File: config.mk
export PLATFORM = sky130hd
export DESIGN_NAME = ddr_req_gen
export DESIGN_NICKNAME = d
export VERILOG_FILES = /design/src/rtl/ddr_req_gen.sv
export SDC_FILE = /design/constraint.sdc
export NUM_CORES = 1
export LEC_CHECK = 0
export ABC_AREA = 1
export CAP_MARGIN = 20
export CORE_MARGIN = 2
export CORE_UTILIZATION = 25
export DETAILED_ROUTE_END_ITERATION = 8
export DONT_BUFFER_PORTS = 1
export PLACE_DENSITY = 0.4
export REMOVE_ABC_BUFFERS = 1
export SLEW_MARGIN = 15
export SYNTH_ARGS = -nofsm -noshare
export SYNTH_HDL_FRONTEND = slang
export SYNTH_SLANG_ARGS = --single-unit
File: constraint.sdc
create_clock -name clk -period 6.1 [get_ports clk]
set_input_delay 0.61 -clock clk [delete_from_list [all_inputs] [get_ports clk]]
set_output_delay 0.61 -clock clk [all_outputs]
set_load 0.05 [all_outputs]
File: src/rtl/ddr_req_gen.sv
// Request/address generator feeding the DDR scheduler: holds one pixel word for writing,
// tracks write/read positions across a ring of frame buffers, and forms the DDR app address.
module ddr_req_gen #(
  parameter int NUM_FRAMES   = 4,
  parameter int ADDR_WIDTH   = 28,
  parameter int DATA_WIDTH   = 128,
  parameter int FRAME_WORDS  = 76800,
  parameter int WORD_STRIDE  = 8,
  parameter int FRAME_STRIDE = 1048576,
  localparam int BUF_W = (NUM_FRAMES > 1) ? $clog2(NUM_FRAMES) : 1,
  localparam int OFF_W = (FRAME_WORDS > 1) ? $clog2(FRAME_WORDS) : 1,
  localparam int CNT_W = OFF_W + 1
) (
  input  logic                  clk,
  input  logic                  rst,
  input  logic                  in_valid,
  input  logic [DATA_WIDTH-1:0] in_data,
  output logic                  in_ready,
  input  logic                  rd_enable,
  input  logic                  rd_space_ok,
  output logic                  w_req,
  output logic                  r_req,
  output logic [DATA_WIDTH-1:0] wr_data,
  input  logic [2:0]            cmd,
  input  logic                  wr_cmd_sent,
  input  logic                  rd_cmd_sent,
  input  logic [BUF_W-1:0]      rd_addr_num,
  output logic [ADDR_WIDTH-1:0] mem_addr,
  output logic                  primed,
  output logic                  wr_frame_done
);

  localparam logic [OFF_W-1:0] OFF_LAST = OFF_W'(FRAME_WORDS - 1);
  localparam logic [BUF_W-1:0] BUF_LAST = BUF_W'(NUM_FRAMES - 1);
  localparam logic [CNT_W-1:0] CNT_FULL = CNT_W'(FRAME_WORDS);
  localparam logic [BUF_W:0]   SLOT_N   = (BUF_W + 1)'(NUM_FRAMES);

  function automatic logic [ADDR_WIDTH-1:0] frame_addr(input logic [BUF_W:0]   buf_idx,
                                                       input logic [OFF_W-1:0] off);
    return ADDR_WIDTH'(buf_idx) * ADDR_WIDTH'(FRAME_STRIDE)
         + ADDR_WIDTH'(off) * ADDR_WIDTH'(WORD_STRIDE);
  endfunction

  function automatic logic [BUF_W-1:0] next_buf(input logic [BUF_W-1:0] cur);
    return (cur == BUF_LAST) ? '0 : cur + 1'b1;
  endfunction

  logic [DATA_WIDTH-1:0] wr_data_q, wr_data_d;
  logic                  hold_valid_q, hold_valid_d;
  logic                  w_req_q, w_req_d;
  logic                  r_req_q, r_req_d;
  logic                  primed_q, primed_d;
  logic                  wr_frame_done_q, wr_frame_done_d;
  logic [BUF_W-1:0]      wr_buf_q, wr_buf_d;
  logic [OFF_W-1:0]      wr_offset_q, wr_offset_d;
  logic [BUF_W-1:0]      rd_buf_q, rd_buf_d;
  logic [OFF_W-1:0]      rd_offset_q, rd_offset_d;
  logic [CNT_W-1:0]      ahead_cnt_q, ahead_cnt_d;

  logic                  load;
  logic                  wr_inc;
  logic                  rd_dec;
  logic [BUF_W:0]        rd_slot_sum;
  logic [BUF_W:0]        rd_slot;

  // A full ahead count means the next write would land on the oldest unread word.
  assign in_ready = (!hold_valid_q | wr_cmd_sent) & (ahead_cnt_q != CNT_FULL);
  assign load     = in_valid & in_ready;

  always_comb begin
    wr_data_d       = wr_data_q;
    hold_valid_d    = hold_valid_q;
    primed_d        = primed_q;
    wr_frame_done_d = 1'b0;
    wr_buf_d        = wr_buf_q;
    wr_offset_d     = wr_offset_q;
    rd_buf_d        = rd_buf_q;
    rd_offset_d     = rd_offset_q;
    ahead_cnt_d     = ahead_cnt_q;

    if (wr_cmd_sent) begin
      hold_valid_d = 1'b0;
      if (wr_offset_q == OFF_LAST) begin
        wr_offset_d     = '0;
        wr_buf_d        = next_buf(wr_buf_q);
        wr_frame_done_d = 1'b1;
        if (next_buf(wr_buf_q) == BUF_LAST) primed_d = 1'b1;
      end else begin
        wr_offset_d = wr_offset_q + 1'b1;
      end
    end

    if (load) begin
      wr_data_d    = in_data;
      hold_valid_d = 1'b1;
    end

    if (rd_cmd_sent) begin
      if (rd_offset_q == OFF_LAST) begin
        rd_offset_d = '0;
        rd_buf_d    = next_buf(rd_buf_q);
      end else begin
        rd_offset_d = rd_offset_q + 1'b1;
      end
    end

    // Writes only count against the reader once the ring holds NUM_FRAMES-1 full frames.
    wr_inc = wr_cmd_sent & primed_q & (ahead_cnt_q != CNT_FULL);
    rd_dec = rd_cmd_sent & (ahead_cnt_q != '0);
    if (wr_inc && !rd_dec) ahead_cnt_d = ahead_cnt_q + 1'b1;
    else if (rd_dec && !wr_inc) ahead_cnt_d = ahead_cnt_q - 1'b1;

    w_req_d = hold_valid_d & (ahead_cnt_d != CNT_FULL);
    r_req_d = primed_d & rd_enable & rd_space_ok & (ahead_cnt_d != '0);
  end

  always_ff @(posedge clk) begin
    if (rst) begin
      wr_data_q       <= '0;
      hold_valid_q    <= 1'b0;
      w_req_q         <= 1'b0;
      r_req_q         <= 1'b0;
      primed_q        <= 1'b0;
      wr_frame_done_q <= 1'b0;
      wr_buf_q        <= '0;
      wr_offset_q     <= '0;
      rd_buf_q        <= '0;
      rd_offset_q     <= '0;
      ahead_cnt_q     <= '0;
    end else begin
      wr_data_q       <= wr_data_d;
      hold_valid_q    <= hold_valid_d;
      w_req_q         <= w_req_d;
      r_req_q         <= r_req_d;
      primed_q        <= primed_d;
      wr_frame_done_q <= wr_frame_done_d;
      wr_buf_q        <= wr_buf_d;
      wr_offset_q     <= wr_offset_d;
      rd_buf_q        <= rd_buf_d;
      rd_offset_q     <= rd_offset_d;
      ahead_cnt_q     <= ahead_cnt_d;
    end
  end

  // Slot 0 is the oldest frame; later slots walk forward around the ring.
  always_comb begin
    rd_slot_sum = {1'b0, rd_buf_q} + {1'b0, rd_addr_num};
    rd_slot     = (rd_slot_sum >= SLOT_N) ? rd_slot_sum - SLOT_N : rd_slot_sum;
    mem_addr    = (cmd == 3'b001) ? frame_addr(rd_slot, rd_offset_q)
                                  : frame_addr({1'b0, wr_buf_q}, wr_offset_q);
  end

  assign wr_data       = wr_data_q;
  assign w_req         = w_req_q;
  assign r_req         = r_req_q;
  assign primed        = primed_q;
  assign wr_frame_done = wr_frame_done_q;

endmodule

Yosys cells after proc, flatten, opt, wreduce, memory -nomap -nowiden

Index checks and enable logic that the tools add are counted.

Flip-flop bits (word level): 189
Bits of input ports: 140

$add $sub $neg: 10
$lt $le $gt $ge: 1
Equal/unequal tests: 8
Muxes and demuxes: 14
Bitwise logic cells: 11
Reductions and logical operators: 10

Operator list:

| kind                                                     | count |
|---|---|
| 2-to-1 mux 18 bit                                        | 2 |
| inequality test 18 x 17 -> 1 bit, second input constant  | 2 |
| nonzero test 18 bit                                      | 2 |
| adder 17 x 1 -> 17 bit, second input constant            | 2 |
| == test 17 bit, second input constant                    | 2 |
| 2-to-1 mux 17 bit                                        | 2 |
| adder 23 x 20 -> 24 bit                                  | 1 |
| 2-to-1 mux 24 bit                                        | 1 |
| adder 22 x 20 -> 23 bit                                  | 1 |
| adder 18 x 1 -> 18 bit, second input constant            | 1 |
| subtractor 18 x 1 -> 18 bit, second input constant       | 1 |
| bitwise AND 1 bit                                        | 9 |
| == test 2 bit, second input constant                     | 3 |
| 2-to-1 mux 1 bit                                         | 6 |
| adder 2 x 1 -> 2 bit, second input constant              | 2 |
| 2-to-1 mux 2 bit                                         | 2 |
| AND reduction 2 bit                                      | 2 |
| adder 2 x 2 -> 3 bit                                     | 1 |
| == test 3 x 1 -> 1 bit, second input constant            | 1 |
| greater-or-equal comparator 3 bit, second input constant | 1 |
| zero test 1 bit                                          | 3 |
| 2-to-1 mux 3 bit                                         | 1 |
| subtractor 3 bit, second input constant                  | 1 |
| logical AND 1 bit                                        | 2 |
| other kinds (3)                                          | 3 |

Longest topological paths before layout

Gate-level depths: netlist of run 1.

Depth after elaboration: 9
Mapped depth: 17
Mapped depth without buffers: 16

Least setup slack after synthesis of run 1

OpenSTA, ideal clock, no wires.

Kind: input port to output port
Start point: input port cmd[1]
End point: output port mem_addr[10]
Arrival: 2548 ps
Required time: 5490 ps
Slack: 2942 ps
Cell stages on the path: 4
Cell sequence: or3b_2 > clkbuf_1 > clkbuf_1 > o21ai_0

Word-level cells in the longest chain between the ends: 2

RTL lines:

| element                | line | text |
|---|---|---|
| start: declaration     | 24   | `input logic [2:0] cmd,` |
| == test 3 x 1 -> 1 bit | 149  | `mem_addr = (cmd == 3'b001) ? frame_addr(rd_slot, rd_offset_q)` |
| 2-to-1 mux 24 bit      | 149  |  |
| end: declaration       | 28   | `output logic [ADDR_WIDTH-1:0] mem_addr,` |

No other way between the ends.

Final worst setup path of run 1

Start point: register ahead_cnt_q[0]
End point: output port in_ready

Word-level cells in the longest chain between the ends: 2

RTL lines:

| element                          | line | text |
|---|---|---|
| start: declaration               | 58   | `logic [CNT_W-1:0] ahead_cnt_q, ahead_cnt_d;` |
| start signal: assignment         | 141  | `ahead_cnt_q <= ahead_cnt_d;` |
| inequality test 18 x 17 -> 1 bit | 67   | `assign in_ready = (!hold_valid_q \| wr_cmd_sent) & (ahead_cnt_q != CNT_FULL);` |
| bitwise AND 1 bit                | 67   |  |
| end: declaration                 | 18   | `output logic in_ready,` |

No other way between the ends.

==> results of run 1 <==
layout make-up:
type                            instances  area, µm²  area share [%]
Multi-Input combinational cell        873       4260            44.5
Sequential cell                       189       3780            39.5
Tap cell                              455        569            5.95
Clock buffer                           18        439            4.59
Inverter                               78        298            3.11
Clock inverter                         14        199            2.08
Timing Repair Buffer                    3       22.5           0.235
routing by layer:
metal  share of wire (%)  vias up
met5               0.067        -
met4                 2.0        2
met3                 6.0       29
met2                  48      219
met1                  44     3492
li1                    -     3839
layout by cell type, fill, tap and decap left out, types with 2 or more instances in the layout:
master,n
clkinv_8,4
inv_6,2
nor2_4,3
clkbuf_16,17
nand3_2,3
nor2_2,6
a211oi_1,5
inv_8,3
xor2_1,33
nand4_1,13
o21ai_1,22
a21oi_1,157
xnor2_1,2
conb_1,9
a221oi_1,2
nand2_4,5
nor3_1,21
nor3b_1,5
nand2_1,312
dfxtp_1,189
bufinv_16,2
inv_1,72
nor4_1,5
ha_1,8
nor2_1,84
inv_4,2
inv_2,3
clkinvlp_4,3
nand2_2,4
buf_4,3
o21ai_0,3
nand3b_1,2
nand3_1,158
report_power, final:
group	total, µW	internal [µW]	switching, µW
Clock	1210	640	572
Sequential	1670	1340	330
Combinational	1250	431	820
flip-flops by register name (all words and copies together) (netlist names):
name	cells
wr_data	128
rd_offset_q	17
w_req	1
wr_frame_done	1
hold_valid_q	1
r_req	1
rd_buf_q	2
wr_buf_q	2
ahead_cnt_q	18
primed	1
wr_offset_q	17
metrics by stage:
stage / TNS, ns / instance area [µm²] / power, µW
3_3_place_gp: 0 / 8940 / 2970
2_1_floorplan: -623.22 / 8330 / 2660
6_report: 0 / 9580 / 4140
5_1_grt: 0 / 9580 / 4440
3_5_place_dp: 0 / 8940 / 2960
4_1_cts: 0 / 9580 / 4200
cells by family (layout without fill, tap and decap cells):
group,Yosys count,count (layout),share of synthesized area (%)
AO/OA/AOI/OAI,194,194,11.6
XOR/XNOR,35,35,3.52
adder cells (fa/ha/maj),9,9,1.38
buffers and inverters,163,113,8.12
flip-flops,189,189,43.5
multiplexers,1,1,0.129
other,1,9,0.0431
AND/OR/NAND/NOR,625,625,31.8
how the worst max path moves through the flow:
| stage | end | depth (start not counted) | startpoint | slack [ns] |
|---|---|---|---|---|
| 3_3_place_gp | wr_data[108] | 10 | ahead_cnt_q[0] | 2.53 |
| 6_report | in_ready | 7 | ahead_cnt_q[0] | 2.29 |
| 4_1_cts | in_ready | 7 | ahead_cnt_q[0] | 2.20 |
| 2_1_floorplan | w_req | 9 | ahead_cnt_q[0] | -5.04 |
| 5_1_grt | in_ready | 7 | ahead_cnt_q[0] | 2.07 |
| 3_5_place_dp | wr_data[57] | 10 | ahead_cnt_q[0] | 2.46 |
==> impl_metrics.toml, run 1 <==
[route]
drt-pass1-iter-count = 5
wire_per_inst_um = 16.6
vias = 7581
drt_wl_total_um = 27100
drc = 0
routed_via_density = 4.65
detail_route.iter0.violations = 440
ant_nets = 0

[cts]
cts_tree = "yes"
numCtsBuffers = 17
htree_levels = 4
cts_buffer_depth = 2
clkTransAtPathRegs_ns = 0.08
clk_latency_ns = 0.45
postCtsSetupRepairBufs = 0
clkSinkCount = 189
cts_resized = 0
hold_buffers = 0
cts-root-buf = "clkbuf_16"

[worst_setup_path]
critPathKind = "flip-flop to primary output"
rr_endpoint = "wr_data[57]"
crit_arrival_ns = 3.20
required_ns = 5.49
r2r_start = "ahead_cnt_q[0]"
path_buf_inv = 3
crit_fanout = 75
slowest_stage = "buf_4"
path_common_cell = "buf_4"
path_delay_family = "buffers and inverters"
rr_worst_depth = 10
cp-end-kind = "primary output"
critPathLaunchType = "flip-flop"
cpPeakStageDelay_ns = 0.70
crit_chain = "inv_1, ha_1, nand2_2, nor2_8, a21boi_4, buf_4, buf_4"
r2r_setup_slack_ns = 2.43

[global_route]
globalRouteMet1Util_pct = 17.9
grt_pass1_wl_um = 40800
antenna_found_initial = 1
busiest_layer = "met2"
overflow = 0
grtUsageMet3_pct = 3.88
grt_use_met2_pct = 23.6
grt_pass1_vias = 7155
grt.total_usage_pct = 14.3
grt_start_max_net_pins = 167

[final_layout]
drive_above_1_share_pct = 5.79
diodes = 0
fillers = 3827
synthToLayoutAreaGrowth_pct = 9.99
fin_cells = 1630
final_util_pct = 27.8
nets = 1311

[yosys]
yosysSeqAreaShare_pct = 43.5
synthTopCellsByCount = "313 x nand2_1, 189 x dfxtp_1, 158 x nand3_1"
synth_top_cell_by_area = "dfxtp_1"
synth_area_per_cell_um2 = 7.15
synth.area.top_cells = "dfxtp_1 43%, nand2_1 13%, nand3_1 9.1%, a21oi_1 9.0%, nor2_1 3.6%"
synth_seq_cells = 189
synthCells = 1217
synthDistinctLibCells = 43
synth.most_common_cell = "nand2_1"
synth_edf_count = 0
ys.flop_type = "dfxtp_1"
ys_async_sr_fraction_pct = 0
synth_top_area_share_pct = 43.5
yosysWarningCount = 0
synth_area_mm2 = 0.00871

[die]
ios = 301
die_x_um = 191
start_util_pct = 25.3
die-area_mm2 = 0.0363
rows = 68
die_h_um = 191
core-area_mm2 = 0.0345

[worst_hold_path]
holdPathStages = 1
min_from = "rst"
worstHoldEndpoint = "wr_data[125]"
hp-class = "input port to flip-flop"

[sta]
period_needed_ns = 3.81
relSlewSlack_pct = 30.3
finalHoldViolations = 0
maxSlewViolCount = 0
skew_ns = 0.0178
whs_ns = 0.220
finalWorstSetupSlack_ns = 2.29
finalSetupViolCount = 0
fin_crit_sh_pct = 62.5
grt_setup_unrepaired = "false"
fmax_mhz = 262
tightest_slew_ns = 1.05

[run_status]
outcome = "completed"

[run]
drv_cap = 0

[placed_design]
dpl.hpwl_um = 18300
dp.cells = 1598
portBuffers = 0
place_ws_ns = 2.46
globalplace.congestion = 0.827

[pwr]
p_leak_uw = 0.00363
ir_drop_mv = 0.209
powerDensity_mw_per_mm2 = 432
Note: power is estimated with default switching activity, not from simulation.
==> inputs of run 2 (changes only) <==
==> constraint.sdc (replaced) <==
create_clock -name clk -period 4 [get_ports clk]
set_input_delay 0.4 -clock clk [delete_from_list [all_inputs] [get_ports clk]]
set_output_delay 0.4 -clock clk [all_outputs]
set_load 0.05 [all_outputs]
==> impl_metrics.toml, run 2 (synthesis gave the netlist of run 1 again) <==
[route]
drt_wl_total_um = 27500
wire_per_inst_um = 16.8
drc = 0
drt-pass1-iter-count = 5
ant_nets = 0
routed_via_density = 4.67
vias = 7648
detail_route.iter0.violations = 501

[pwr]
switchingPower_uw = 2680
switching_share_pct = 42.1
p_leak_uw = 0.00367
clock_power_share_pct = 28.5
seqPwrFrac_pct = 40.3
power_uw = 6360
ir_drop_mv = 0.317
p_int_uw = 3680
power_frac_comb_pct = 31.2
powerDensity_mw_per_mm2 = 659

[placed_design]
portBuffers = 0
dp.cells = 1598
dpl.hpwl_um = 18600
globalplace.congestion = 0.828
postPlaceCellArea_mm2 = 0.00896

[final_layout]
largest_reg_flops = 128
fin_area_mm2 = 0.00964
final_common_cell = "nand2_1"
fillers = 3806
mostFrequentLayoutCells = "312 x nand2_1, 189 x dfxtp_1, 158 x nand3_1"
fin_cells = 1636
multi_input_area_mm2 = 0.00426
nets = 1317
diodes = 0
synthToLayoutAreaGrowth_pct = 10.8
area.sequential_mm2 = 0.00378
drive_above_1_share_pct = 5.76

[cts]
clkTransAtPathRegs_ns = 0.08
htree_levels = 4
cts_resized = 0
clk_latency_ns = 0.45
cts_buffer_depth = 2
postCtsSetupRepairBufs = 0
numCtsBuffers = 17
cts_tree = "yes"
cts-root-buf = "clkbuf_16"
clkSinkCount = 189

[die]
die_h_um = 191
start_util_pct = 25.3
die-area_mm2 = 0.0363
core-area_mm2 = 0.0345
rows = 68
ios = 301
die_x_um = 191

[sta]
tightest_slew_ns = 0.984
period_needed_ns = 2.80
fmax_mhz = 357
relSlewSlack_pct = 34.0
grt_setup_unrepaired = "false"
finalSetupViolCount = 0
fin_crit_sh_pct = 70.0
finalHoldViolations = 0
whs_ns = 0.0454
maxSlewViolCount = 0
skew_ns = 0.0141

[worst_setup_path]
required_ns = 3.60
critPathKind = "flip-flop to primary output"
crit_chain = "inv_1, ha_1, nand2_2, nor2_8, a21boi_4, buf_12"
r2r_setup_slack_ns = 1.24
slowest_stage = "buf_12"
path_buf_inv = 2
cp-end-kind = "primary output"
cpPeakStageDelay_ns = 0.48
path_delay_family = "buffers and inverters"
crit_fanout = 129
critPathLaunchType = "flip-flop"
crit_arrival_ns = 2.40

[global_route]
grt_pass1_wl_um = 41400
grt_pass1_vias = 7293
grt.total_usage_pct = 14.7
overflow = 0
antenna_found_initial = 0
grt_start_max_net_pins = 130

[worst_hold_path]
hp-class = "input port to flip-flop"

[run_status]
outcome = "completed"

[run]
drv_cap = 0
-- run 2: cell count changes in the layout (fill, tap and decap cells not counted) --
cell / previous run / this run
buf_12: 0 / 3
buf_4: 3 / 1
clkbuf_1: 0 / 1
clkinv_4: 0 / 1
clkinv_8: 4 / 1
clkinvlp_4: 3 / 2
dlygate4sd3_1: 0 / 5
inv_6: 2 / 4
-- run 2: repair_timing --
action                     CTS  global route
hold endpoints to repair    45             0
hold buffers                 6             0
setup endpoints to repair    0             0
-- run 2: layout make-up --
| cell class | instances | area share, % |
|---|---|---|
| inverter | 78 | 3.09 |
| clock inverter | 13 | 1.75 |
| sequential | 189 | 39.2 |
| clock buffer | 19 | 4.59 |
| timing repair buffer | 9 | 1.22 |
| tap | 455 | 5.90 |
| multi-input combinational | 873 | 44.2 |
-- run 2: power groups by stage --
stage,logic (µW),registers (µW),clock network [µW]
final,1980,2560,1810
after global routing,2270,2590,1950
after CTS,1990,2560,1880
after detailed placement,1960,2600,0
after global placement,1990,2610,0
after floorplan,1550,2510,0
-- run 2: routing by layer --
metal	track usage, %	routed length [µm]	vias to the layer above
li1	-	-	3874
met4	5.72	673	0
met5	0	0	-
met1	18.6	12100	3527
met2	23.7	13300	214
met3	3.79	1400	33
-- run 2: path summary, 6_finish.rpt --
check / from / end / depth (start not counted)
setup / recovery: ahead_cnt_q[0] / in_ready / 6
hold / removal: rd_cmd_sent / rd_offset_q[0] / 1
setup reg to reg: ahead_cnt_q[0] / w_req / 14
hold reg to reg: rd_offset_q[5] / rd_offset_q[5] / 2
-- run 2: metrics by stage --
stage	util, %	worst slack (ns)	TNS, ns
after floorplan	-	-7.14	-898.11
after global placement	26.0	1.26	0
after detailed placement	26.0	1.25	0
after CTS	28.0	1.13	0
after global routing	28.0	1.00	0
final	28.0	1.20	0
